File: config.mk
export PLATFORM = sky130hd
export DESIGN_NAME = or3_rr_arbiter
export DESIGN_NICKNAME = d
export VERILOG_FILES = /design/src/rtl/or3_rr_arbiter.sv
export SDC_FILE = /design/constraint.sdc
export NUM_CORES = 1
export LEC_CHECK = 0
export CAP_MARGIN = 20
export CORE_ASPECT_RATIO = 1.4
export CORE_UTILIZATION = 45
export CTS_BUF_LIST = sky130_fd_sc_hd__clkbuf_16
export CTS_CLUSTER_SIZE = 16
export DETAILED_ROUTE_END_ITERATION = 10
export PLACE_DENSITY = 0.74
export SLEW_MARGIN = 20
export SYNTH_ARGS = -nofsm -noshare
export SYNTH_HDL_FRONTEND = slang
export SYNTH_SLANG_ARGS = --single-unit
File: constraint.sdc
create_clock -name clk -period 2.1 [get_ports clk]
set_input_delay 0.42 -clock clk [delete_from_list [all_inputs] [get_ports clk]]
set_output_delay 0.42 -clock clk [all_outputs]
set_load 0.1 [all_outputs]
File: src/rtl/or3_rr_arbiter.sv
// Three-lane round-robin arbiter with a bounded hold time per owner.
// any_req is the combinational OR of the requests; grant and its companions are registered.
module or3_rr_arbiter #(
  parameter int unsigned MAX_HOLD = 8,
  parameter int unsigned CNT_W    = 4
) (
  input  logic       clk,
  input  logic       rst,
  input  logic [2:0] req,
  output logic       any_req,
  output logic [2:0] grant,
  output logic       grant_valid,
  output logic [1:0] grant_id,
  output logic       timeout
);

  localparam logic [CNT_W-1:0] HoldLim = CNT_W'(MAX_HOLD - 1);

  typedef enum logic [0:0] {StIdle, StBusy} state_e;

  state_e           state_q, state_d;
  logic [1:0]       ptr_q, ptr_d;
  logic [CNT_W-1:0] hold_cnt_q, hold_cnt_d;
  logic [2:0]       grant_q, grant_d;
  logic             grant_valid_q, grant_valid_d;
  logic [1:0]       grant_id_q, grant_id_d;
  logic             timeout_q, timeout_d;

  function automatic logic [1:0] next3(input logic [1:0] x);
    return (x == 2'd2) ? 2'd0 : x + 2'd1;
  endfunction

  // First asserted candidate in the order start, start+1, start+2 (mod 3).
  function automatic logic [1:0] rr_pick(input logic [2:0] cand, input logic [1:0] start);
    logic [1:0] idx;
    logic       found;
    logic [1:0] win;
    idx   = start;
    found = 1'b0;
    win   = 2'd0;
    for (int k = 0; k < 3; k++) begin
      if (!found && cand[idx]) begin
        win   = idx;
        found = 1'b1;
      end
      idx = next3(idx);
    end
    return win;
  endfunction

  logic       owner_req;
  logic [2:0] others;
  logic [1:0] winner;
  logic       do_grant;

  assign any_req   = req[0] | req[1] | req[2];
  assign owner_req = req[grant_id_q];
  assign others    = req & ~(3'b001 << grant_id_q);

  always_comb begin
    state_d       = state_q;
    ptr_d         = ptr_q;
    hold_cnt_d    = hold_cnt_q;
    grant_d       = grant_q;
    grant_valid_d = grant_valid_q;
    grant_id_d    = grant_id_q;
    timeout_d     = 1'b0;
    do_grant      = 1'b0;
    winner        = rr_pick(req, ptr_q);

    unique case (state_q)
      StIdle: begin
        if (any_req) do_grant = 1'b1;
      end
      StBusy: begin
        if (!owner_req) begin
          if (|others) begin
            do_grant = 1'b1;
          end else begin
            state_d       = StIdle;
            grant_d       = 3'b000;
            grant_valid_d = 1'b0;
          end
        end else if (hold_cnt_q < HoldLim) begin
          hold_cnt_d = hold_cnt_q + 1'b1;
        end else if (|others) begin
          // Owner excluded from the search so the forced rotation always moves on.
          winner    = rr_pick(others, ptr_q);
          do_grant  = 1'b1;
          timeout_d = 1'b1;
        end
      end
      default: ;
    endcase

    if (do_grant) begin
      state_d       = StBusy;
      grant_d       = 3'b001 << winner;
      grant_valid_d = 1'b1;
      grant_id_d    = winner;
      ptr_d         = next3(winner);
      hold_cnt_d    = '0;
    end
  end

  always_ff @(posedge clk) begin
    if (rst) begin
      state_q       <= StIdle;
      ptr_q         <= 2'd0;
      hold_cnt_q    <= '0;
      grant_q       <= 3'b000;
      grant_valid_q <= 1'b0;
      grant_id_q    <= 2'd0;
      timeout_q     <= 1'b0;
    end else begin
      state_q       <= state_d;
      ptr_q         <= ptr_d;
      hold_cnt_q    <= hold_cnt_d;
      grant_q       <= grant_d;
      grant_valid_q <= grant_valid_d;
      grant_id_q    <= grant_id_d;
      timeout_q     <= timeout_d;
    end
  end

  assign grant       = grant_q;
  assign grant_valid = grant_valid_q;
  assign grant_id    = grant_id_q;
  assign timeout     = timeout_q;

endmodule

==> metrics.txt <==
multi-input logic area 633.1 sq um; Pint 0.6767 mW; Post-synth EDFFs 0; Setup CP Type in2reg; total power 1.034 mW; Nets 151; Slew Limit Fails 0; Fillers 160; Die H 56.03 um; NetSw 0.3575 mW; CTS clock-pin slew for the worst setup and hold paths 0.04 ns; post-CTS setup buffers 0; final setup vio count 0; Critical Path Sink Type register; Root Buffer clkbuf_16; initial antenna violation count 0; Pwr Density 781.2 nW/um^2; Detailed Place HPWL 1.833 mm; most common cell after layout, fill and taps aside buf_4; fraction of registers with async set/reset 0; DRC Markers 0; FF+latch count, synth 14; fmax 498.8 MHz; # hold bufs at CTS 0; layout cell share with drive strength beyond 1 0.3056; post-synthesis cell count 115; CP required 2.23 ns; GR Overflow Total 0; Leak 0.5529 nW; TritonCTS clock tree built; fin crit period 2.005 ns; Num CTS Buffers 3; Std-Cell Rows 19; most frequent cells in the layout 28 x buf_4, 13 x nor2_1, 12 x dfxtp_1; DRT Pass-1 Iters 4; vias 1039; period utilisation layout 0.9546; Placer Congestion 0.8704; drt wl/cell 15.99 um; CTS H-tree depth 1; Gate power share 0.349; crit path capture grant[1]$_SDFFE_PP0P_; total track usage 0.2619; core box area 1973 sq um; RSZ-0062 raised after global routing false; clk_skew 0.0008622 ns; FF-to-FF End ptr_q[0]$_SDFFE_PP0P_; number of I/O pins 13; setup_tns 0 ns; Detail Route Antenna Nets 0; Syn-to-layout area delta 41.07%; Top FF cell, synth dfxtp_1; Synth Net Count 121; R2R cell count 7; CP startpoint kind input port; crit path DAT 2.13 ns; Worst Hold Class reg2reg; DIE AREA 2275 sq um; Routed WL 2.639 mm; Synth Area per Inst 8.160 sq um; first-pass GRT wire length 4.236 mm; Syn Std Cell Area 938.4 sq um; Longest Clk Path Bufs 2; Worst Hold Slack 0.4596 ns; switch share 0.3457; Flop pwr share 0.309; status finished clean; FF-to-FF setup slack 0.15 ns; Synthesis Warnings 0; clock network power share 0.342; clock sinks 14; # port buffers 12; Worst slew margin 0.7653; ant diodes 0; Starting Density 0.4756; start of the worst register-to-register path grant_id[1]$_SDFFE_PP0P_; final hold violations 0; Die X 40.60 um; peak supply drop 0.7493 mV; maxcap violations 0; largest net degree at the start of global routing 14; Iteration-0 DRC Markers 26; Clock Latency Late Sink 0.24 ns; register area share after synthesis 0.2987; crit path from req[0]; largest fanout on the critical path 5; Reg area 287.8 sq um; synth unique cells 47; vias per inst 6.297; vias in the first global route 977; Worst Tran Pin Value 0.3484 ns
[power by group through the flow]
stage	sequential, mW	clock (mW)	combinational, mW
5_1_grt	0.321	0.375	0.384
3_5_place_dp	0.322	0	0.349
2_1_floorplan	0.392	0	0.178
3_3_place_gp	0.321	0	0.343
4_1_cts	0.318	0.359	0.356
6_report	0.320	0.354	0.361
[kinds of logic after synthesis]
| group | Yosys count | share of synthesized area |
|---|---|---|
| xor gates and xnor gates | 1 | 0.009335 |
| and+or+nand+nor | 48 | 0.2800 |
| buffers and inverters | 13 | 0.06667 |
| DFF | 14 | 0.2987 |
| muxes | 6 | 0.06533 |
| adders and majority gates | 1 | 0.01333 |
| AOI/OAI and AO/OA | 32 | 0.2667 |
[per-stage QoR]
| stage | setup WS (ns) | area [sq um] | cells | utilization |
|---|---|---|---|---|
| detailed placement | -0.3596 | 1216 | 161 | 0.6164 |
| finish | 0.09538 | 1324 | 165 | 0.6709 |
| CTS | 0.03290 | 1313 | 165 | 0.6652 |
| global placement | -0.2972 | 1216 | 161 | 0.6164 |
| floorplan | -0.02680 | 959.7 | 115 | - |
| global route | 0.005731 | 1324 | 165 | 0.6709 |
[worst min path at each step]
stage                                    start                          to  slack, ns  cells past startpoint
floorplan           hold_cnt_q[3]$_SDFFE_PP0P_  hold_cnt_q[3]$_SDFFE_PP0P_       0.44                      2
global placement    hold_cnt_q[3]$_SDFFE_PP0P_  hold_cnt_q[3]$_SDFFE_PP0P_       0.45                      2
detailed placement       grant[1]$_SDFFE_PP0P_       grant[1]$_SDFFE_PP0P_       0.46                      2
CTS                      grant[1]$_SDFFE_PP0P_       grant[1]$_SDFFE_PP0P_       0.47                      2
global route             grant[0]$_SDFFE_PP0P_       grant[0]$_SDFFE_PP0P_       0.48                      1
finish                   grant[1]$_SDFFE_PP0P_       grant[1]$_SDFFE_PP0P_       0.46                      2
[flip-flops by register name, summed over array words and instances (netlist names)]
register / cells
hold_cnt_q: 4
state_q: 1
ptr_q: 2
grant_id: 2
grant_valid: 1
timeout: 1
grant: 3
[routing by layer]
metal | share of wire | up-vias | wire length [um] | global-route usage
met5 | 0 | - | 0 | 0
li1 | - | 495 | - | -
met1 | 0.39 | 494 | 1032 | 0.2980
met2 | 0.53 | 41 | 1406 | 0.4308
met4 | 0.029 | 0 | 76 | 0.1381
met3 | 0.047 | 9 | 123 | 0.04400
[cell type report]
type                       instances  share of cell area
clock buffer                       3             0.05671
inverter                           4             0.01134
multi-input combinational         88              0.4783
sequential                        14              0.2174
timing repair buffer              34              0.2136
tap                               21             0.01985
clock inverter                     1            0.002836
[Yosys cell counts, types with 2 or more instances]
cell	instances	area, sq um
o21ai_0	2	10.01
nor3_1	3	15.01
o21a_1	2	15.01
or3_1	2	12.51
nand2b_1	2	12.51
o22ai_1	2	12.51
o2111ai_1	2	17.52
inv_1	3	11.26
nand4b_1	3	26.28
nor2_1	13	48.80
clkbuf_1	5	18.77
mux2i_1	5	50.05
nand3b_1	2	15.01
o2bb2ai_1	3	26.28
dfxtp_1	14	280.3
nand2_1	10	37.54
o221ai_1	3	26.28
a21oi_1	4	20.02
and2_1	3	18.77
nand3_1	3	15.01
a32o_1	2	20.02
buf_2	2	10.01
[critical path, stage by stage]
cell and delay, ns:
clkdlybuf4s15_1 0.26, mux2_4 0.31, or3_4 0.36, o211a_1 0.14
or2_1 0.24, buf_4 0.16, nand4b_1 0.14, o21ai_1 0.09
[what timing repair did]
item	4_1_cts	5_1_grt
gates cloned	0	0
setup endpoints to repair	8	5
gates resized for setup	4	5
pin swaps	1	4
(Power assumes the default switching activity.)
